==> src/rtl/fcore_instruction_decoder.sv <==
// fcore_instruction_decoder: single-stage instruction decoder with LDC constant
// capture, STOP/run control and valid/ready handshakes on both sides.
// Optional feature macro: FCORE_ILLEGAL_TRAP_EN -- an illegal opcode sets a sticky
// illegal_op flag and halts; without it illegal opcodes are forwarded as NOP.
module fcore_instruction_decoder #(
    parameter int INSTRUCTION_WIDTH = 32,
    parameter int OPCODE_WIDTH      = 5,
    parameter int REG_ADDR_WIDTH    = 8
) (
    input  logic                         clock,
    input  logic                         reset,
    input  logic                         run,
    input  logic [INSTRUCTION_WIDTH-1:0] instr_in,
    input  logic                         instr_valid,
    output logic                         instr_ready,
    output logic [OPCODE_WIDTH-1:0]      opcode_out,
    output logic [REG_ADDR_WIDTH-1:0]    op_a,
    output logic [REG_ADDR_WIDTH-1:0]    op_b,
    output logic [REG_ADDR_WIDTH-1:0]    dest,
    output logic [INSTRUCTION_WIDTH-1:0] immediate,
    output logic                         exe_valid,
    input  logic                         exe_ready,
    output logic                         is_branch,
    output logic                         efi_start,
    output logic                         done,
    output logic                         illegal_op
);
    localparam int OPA_LSB  = OPCODE_WIDTH;
    localparam int OPB_LSB  = OPA_LSB + REG_ADDR_WIDTH;
    localparam int DEST_LSB = OPB_LSB + REG_ADDR_WIDTH;

    localparam logic [OPCODE_WIDTH-1:0] OP_LDC  = OPCODE_WIDTH'(6);
    localparam logic [OPCODE_WIDTH-1:0] OP_BGT  = OPCODE_WIDTH'(8);
    localparam logic [OPCODE_WIDTH-1:0] OP_BNE  = OPCODE_WIDTH'(11);
    localparam logic [OPCODE_WIDTH-1:0] OP_STOP = OPCODE_WIDTH'(12);
    localparam logic [OPCODE_WIDTH-1:0] OP_EFI  = OPCODE_WIDTH'(21);

    typedef enum logic [1:0] {DECODE, LDC_CONST, STOPPED} state_t;

    state_t                      state, state_nxt;
    logic [OPCODE_WIDTH-1:0]     f_opcode;
    logic [REG_ADDR_WIDTH-1:0]   f_op_a, f_op_b, f_dest;
    logic [REG_ADDR_WIDTH-1:0]   ldc_dest;
    logic                        accept, f_illegal, trap;
    logic                        load_insn, load_const, load_ldc_dest, stop_hit;

    assign f_opcode  = instr_in[OPCODE_WIDTH-1:0];
    assign f_op_a    = instr_in[OPA_LSB +: REG_ADDR_WIDTH];
    assign f_op_b    = instr_in[OPB_LSB +: REG_ADDR_WIDTH];
    assign f_dest    = instr_in[DEST_LSB +: REG_ADDR_WIDTH];
    assign f_illegal = (f_opcode > OP_EFI);

    // A new word may enter only when the output slot is empty or draining this cycle.
    assign instr_ready = (state != STOPPED) && (!exe_valid || exe_ready);
    assign accept      = instr_valid && instr_ready;

`ifdef FCORE_ILLEGAL_TRAP_EN
    assign trap = f_illegal;
`else
    assign trap = 1'b0;
`endif

    // State register.
    always_ff @(posedge clock or negedge reset) begin
        if (!reset) state <= DECODE;
        else        state <= state_nxt;
    end

    // Next state and per-word load controls.
    always_comb begin
        state_nxt     = state;
        load_insn     = 1'b0;
        load_const    = 1'b0;
        load_ldc_dest = 1'b0;
        stop_hit      = 1'b0;
        case (state)
            DECODE: begin
                if (accept) begin
                    if (trap) begin
                        state_nxt = STOPPED;
                    end else if (f_opcode == OP_LDC) begin
                        load_ldc_dest = 1'b1;
                        state_nxt     = LDC_CONST;
                    end else begin
                        load_insn = 1'b1;
                        if (f_opcode == OP_STOP) begin
                            stop_hit  = 1'b1;
                            state_nxt = STOPPED;
                        end
                    end
                end
            end
            LDC_CONST: begin
                // The constant word is taken verbatim, never decoded.
                if (accept) begin
                    load_const = 1'b1;
                    state_nxt  = DECODE;
                end
            end
            STOPPED: begin
                if (run) state_nxt = DECODE;
            end
            default: state_nxt = DECODE;
        endcase
    end

    // Output register: loads on a decoded word or LDC constant, holds while stalled.
    always_ff @(posedge clock or negedge reset) begin
        if (!reset) begin
            exe_valid  <= 1'b0;
            done       <= 1'b0;
            opcode_out <= '0;
            op_a       <= '0;
            op_b       <= '0;
            dest       <= '0;
            immediate  <= '0;
            is_branch  <= 1'b0;
            efi_start  <= 1'b0;
            ldc_dest   <= '0;
        end else begin
            done <= stop_hit;
            if (load_insn) begin
                // Illegal opcodes reaching here are forwarded as a clean NOP.
                exe_valid  <= 1'b1;
                opcode_out <= f_illegal ? '0 : f_opcode;
                op_a       <= f_illegal ? '0 : f_op_a;
                op_b       <= f_illegal ? '0 : f_op_b;
                dest       <= f_illegal ? '0 : f_dest;
                immediate  <= '0;
                is_branch  <= (f_opcode >= OP_BGT) && (f_opcode <= OP_BNE);
                efi_start  <= (f_opcode == OP_EFI);
            end else if (load_const) begin
                exe_valid  <= 1'b1;
                opcode_out <= OP_LDC;
                op_a       <= '0;
                op_b       <= '0;
                dest       <= ldc_dest;
                immediate  <= instr_in;
                is_branch  <= 1'b0;
                efi_start  <= 1'b0;
            end else if (exe_ready) begin
                exe_valid <= 1'b0;
            end
            if (load_ldc_dest) ldc_dest <= f_dest;
        end
    end

`ifdef FCORE_ILLEGAL_TRAP_EN
    // Sticky trap flag; only reset clears it, run does not.
    always_ff @(posedge clock or negedge reset) begin
        if (!reset)                                 illegal_op <= 1'b0;
        else if (accept && state == DECODE && trap) illegal_op <= 1'b1;
    end
`else
    assign illegal_op = 1'b0;
`endif

endmodule

==> config.mk <==
export PLATFORM = sky130hd
export DESIGN_NAME = fcore_instruction_decoder
export DESIGN_NICKNAME = d
export VERILOG_FILES = /design/src/rtl/fcore_instruction_decoder.sv
export SDC_FILE = /design/constraint.sdc
export NUM_CORES = 1
export LEC_CHECK = 0
export CAP_MARGIN = 10
export CORE_MARGIN = 2
export CORE_UTILIZATION = 45
export CTS_BUF_LIST = sky130_fd_sc_hd__clkbuf_4 sky130_fd_sc_hd__clkbuf_8
export DETAILED_ROUTE_END_ITERATION = 10
export MAX_ROUTING_LAYER = met4
export PLACE_DENSITY_LB_ADDON = 0.08
export SLEW_MARGIN = 10
export SYNTH_ARGS = -nofsm -noshare
export SYNTH_HDL_FRONTEND = slang
export SYNTH_SLANG_ARGS = --single-unit
==> constraint.sdc <==
create_clock -name clock -period 2.8 [get_ports clock]
set_input_delay 0.28 -clock clock [delete_from_list [all_inputs] [get_ports clock]]
set_output_delay 0.28 -clock clock [all_outputs]
set_load 0.005 [all_outputs]
Word level (Yosys, flattened, before mapping)

Index checks and enable logic that the tools add are counted.

Flip-flop bits (word level): 75
Word-level logic and storage cells: 70

Reduce and logical (&&, ||, !) cells: 9
Mux-type cells: 37
Equality and inequality tests: 10
$lt $le $gt $ge: 3

Operator list:

| cell                                                                                | count |
|---|---|
| 32-bit two-way mux                                                                  | 2 |
| 8-bit two-way mux                                                                   | 8 |
| 1-bit two-way mux                                                                   | 18 |
| 5-bit two-way mux                                                                   | 3 |
| 2-bit two-way mux                                                                   | 5 |
| 2-bit inequality test, second input constant                                        | 4 |
| 2-bit case mux with 3 select lines                                                  | 1 |
| 5-bit by 3-bit == test with 1-bit output, second input constant                     | 1 |
| 5-bit by 4-bit == test with 1-bit output, second input constant                     | 1 |
| 5-bit == test, second input constant                                                | 1 |
| 5-bit by 4-bit greater-or-equal comparator with 1-bit output, second input constant | 1 |
| 5-bit > comparator, second input constant                                           | 1 |
| 5-bit by 4-bit less-or-equal comparator with 1-bit output, second input constant    | 1 |
| 4-bit AND reduction                                                                 | 1 |
| 1-bit logical AND                                                                   | 3 |
| 3-bit inequality test, second input constant                                        | 1 |
| 3-bit nonzero test                                                                  | 1 |
| 2-bit by 1-bit == test with 1-bit output, second input constant                     | 1 |
| 2-bit == test, second input constant                                                | 1 |
| 2-bit logical NOT                                                                   | 1 |
| 2-bit nonzero test                                                                  | 1 |
| 1-bit logical NOT                                                                   | 1 |
| 1-bit logical OR                                                                    | 1 |

Depth between registers and ports, before layout

Depth in word-level cells: 8
Mapped depth: 6
Gate-level depth less buffers: 4

Worst setup path before layout

OpenSTA, ideal clock, no wires.

Kind: flip-flop to flip-flop
Start point: reg state[1]
End point: reg state[1]
Stages on the path, launching flop included: 7
Path slack: 0.862 ns
Required time: 2.705 ns
Period minus slack after synthesis: 1.938 ns
Arrival: 1.843 ns
Cell sequence: dfrtp_1 or2_0 buf_2 or3_1 buf_6 or3b_4 o32ai_2

Cells in the longest elaborated chain, start to end: 5

RTL lines:

| what                            | line | RTL |
|---|---|---|
| start, declared                 | 40   | `state_t state, state_nxt;` |
| start signal, assigned          | 66   | `else state <= state_nxt;` |
| 2-bit inequality test           | 54   | `assign instr_ready = (state != STOPPED) && (!exe_valid \|\| exe_ready);` |
| 1-bit logical AND               | 54   |  |
| 1-bit logical AND               | 55   | `assign accept = instr_valid && instr_ready;` |
| 2-bit inequality test (no line) | n/a  |  |
| 4-bit AND reduction (no line)   | n/a  |  |

Parallel ways exist; a longest one is shown, timed or not.
A chain may end at the register's enable or synchronous reset.

Worst setup path after layout

Start point: reg state[1]
End point: reg ldc_dest[2]

Cells in the longest elaborated chain, start to end: 5

RTL lines:

| what                  | line | RTL |
|---|---|---|
| 2-bit inequality test | 54   |  |
| 1-bit logical AND     | 54   |  |
| 1-bit logical AND     | 55   |  |
| 1-bit two-way mux     | 78   | `if (accept) begin` |
| 1-bit two-way mux *   | 76   | `case (state)` |
| end signal, assigned  | 144  | `if (load_ldc_dest) ldc_dest <= f_dest;` |
| end, declared         | 43   | `logic [REG_ADDR_WIDTH-1:0] ldc_dest;` |

Mark *: on every way between the ends. The rest lies on a longest branch, timed or not.

==> impl_metrics.csv <==
group,metric,value,unit
die,dieArea,7170,sq um
final_layout,n_antenna_cell,0,
setup_path,crit_start,"state[1]$_DFFE_PN0P_",
placement,post-place-ws,497,ps
global_route,grt_pass1_wl,11600,um
global_route,grt_antenna_before_repair,0,
placement,gp_congestion,0.780,
logic_synthesis,ys_ff_latch,75,
clock_tree,cts_inserted_buffers,9,
route,ant_nets,0,
logic_synthesis,synth_top_area_cell,"dfrtp_1",
die,core,6310,sq um
logic_synthesis,synthFlopType,"dfrtp_1",
global_route,grt_usage,21.4,%
logic_synthesis,synth_edf_count,0,
final_layout,drive_gt1_share,12.2,%
power_and_ir_drop,p_leak,1.87,nW
sta,slew_violations,0,
clock_tree,cts.sinks,75,
setup_path,cp_max_fo,11,
setup_path,crit_path_start_kind,"register",
clock_tree,holdBufCountCts,0,
die,ios,104,
logic_synthesis,synth-async-reset-ratio,100,%
logic_synthesis,avgSynthCellArea,12.8,sq um
route,dr.pass1.iters,4,
die,std_cell_rows,29,
clock_tree,cts_setup_buffers,0,
logic_synthesis,synth.area.top_cells,"dfrtp_1 64%, a22o_1 14%, mux2_2 3.1%",
logic_synthesis,yosysMostFrequentCell,"dfrtp_1",
clock_tree,clock_latency,340,ps
logic_synthesis,syn-instance-count,229,
sta,max_slew.worst_pin.slew,923,ps
logic_synthesis,synth.distinct_cells,34,
clock_tree,cts.clk_slew.worst_paths,80,ps
die,die_w,84.7,um
outcome,status,"finished clean",
route,vias,2312,
placement,dpl-instance-area,4030,sq um
setup_path,crit_arrival,2470,ps
clock_tree,cts_tree,"built",
final_layout,area_delta_synth_final,45.5,%
sta,period_minus_slack,2240,ps
clock_tree,cts_buffer_depth,2,
route,wirelength,7040,um
clock_tree,ctsResizeCount,0,
clock_tree,h-tree-depth,3,
logic_synthesis,yosys_warnings,0,
sta,rsz0062_at_grt,"no",
global_route,grt_pass1_vias,2320,
route,drt_iter0_markers,130,
final_layout,fin_area,4260,sq um
die,start_util,46.4,%
sta,fin_setup_tns,0,ps
setup_path,cp-end-kind,"register",
final_layout,nNetsFinal,367,
sta,max_freq,447,MHz
die,die_h,84.7,um
global_route,overflow,0,
global_route,grt_max_degree,76,
final_layout,n_fill_cell,476,
sta,worst_slack,561,ps
sta,slew-limit-headroom,38.5,%
sta,finalHoldViolCount,0,
sta,period_share,80.0,%
route,wire_per_inst,17.1,um
clock_tree,cts-root-buf,"clkbuf_8",
setup_path,crit_required,3030,ps
sta,finClkSkew,4.13,ps
power_and_ir_drop,power_density,628,nW/um^2
logic_synthesis,synth.top_cells.by_count,"75 x dfrtp_1, 48 x a22o_1, 16 x nand2_1",
setup_path,rr_startpoint,"state[1]$_DFFE_PN0P_",
setup_path,crit_type,"register to register",
logic_synthesis,syn_area,2930,sq um
logic_synthesis,netlist.area_leader.share,64.1,%
logic_synthesis,syn-num-nets,266,
sta,setup_violations,0,
route,vias_per_cell,5.61,
placement,place_hpwl,4550,um
logic_synthesis,ys_seq_area_share,64.1,%
job,maxCapViolCount,0,
placement,port_buffers,102,
hold_path,hold_class,"input port to async pin",
route,drc_errors,0,
power_and_ir_drop,ir_drop,0.000324,V
## final timing paths
kind / end / slack, ps / cells after the start
max: ldc_dest[2]$_DFFE_PN0P_ / 560 / 4
min: immediate[8]$_DFFE_PN0P_ / 60 / 1
max reg2reg: ldc_dest[2]$_DFFE_PN0P_ / 560 / 4
min reg2reg: is_branch$_DFFE_PN0P_ / 490 / 1
max in group asynchronous: ldc_dest[6]$_DFFE_PN0P_ / 2130 / 1
min in group clock: is_branch$_DFFE_PN0P_ / 490 / 1
## sequential cells by signal, indices dropped and copies added (netlist names), 2 cells and up
name and count:
opcode_out 5, immediate 32, state 2, op_b 8
dest 8, ldc_dest 8, op_a 8
## where the power goes
part,internal [mW],switching (mW)
Clock,0.559,0.389
Sequential,1.19,0.0622
Combinational,0.287,0.190
## area by class of cell
cell class,count,area [sq um],share of cell area [%]
inverter,4,15.0,0.352
tap,77,96.3,2.26
clock inverter,4,72.6,1.70
sequential,75,1880,44.0
multi-input combinational,131,972,22.8
clock buffer,12,159,3.73
timing repair buffer,109,1070,25.1
## per-layer routing
layer  GRT usage [%]  wire length, um  up-vias
met4            8.66               87        0
met3            4.13              405        6
met2            31.6             3270       87
li1                -                -     1059
met5               -                0        -
met1            29.4             3280     1160
## logic make-up after synthesis
group | after synthesis | synth area share (%)
AOI/OAI and AO/OA | 88 | 23.2
DFF | 75 | 64.1
and+or+nand+nor | 34 | 6.02
buffers and inverters | 23 | 3.46
muxes | 8 | 3.08
other | 1 | 0.128
## placed cells by master (no fill, tap or decap), drive strengths merged, types with 2 or more instances in the layout
cell type and instances:
a31oi 8, nand2b 2, buf 8, nor2 2, nand2 16, a2bb2oi 2
inv 4, o21ai 11, mux2 8, a21boi 2, dfrtp 75, nor3 3
a31o 2, a22o 48, nor2b 2, clkdlybuf4s50 101, clkbuf 12, bufinv 2
a21oi 10
## worst max-delay path, stage by stage, from the launching register on
cell and delay [ps]:
dfrtp_1 440, or2_0 380, or3_1 530, and2b_2 410, mux2_2 360
## metrics by stage
stage	util, %	instances	total power, mW	hold slack, ps
floorplan	-	229	1.44	-15.6
global placement	63.9	396	1.75	476
detailed placement	63.9	396	1.75	479
CTS	67.5	412	2.70	105
global route	67.5	412	2.81	149
finish	67.5	412	2.68	58.4
Note: power is estimated with default switching activity, not from simulation.
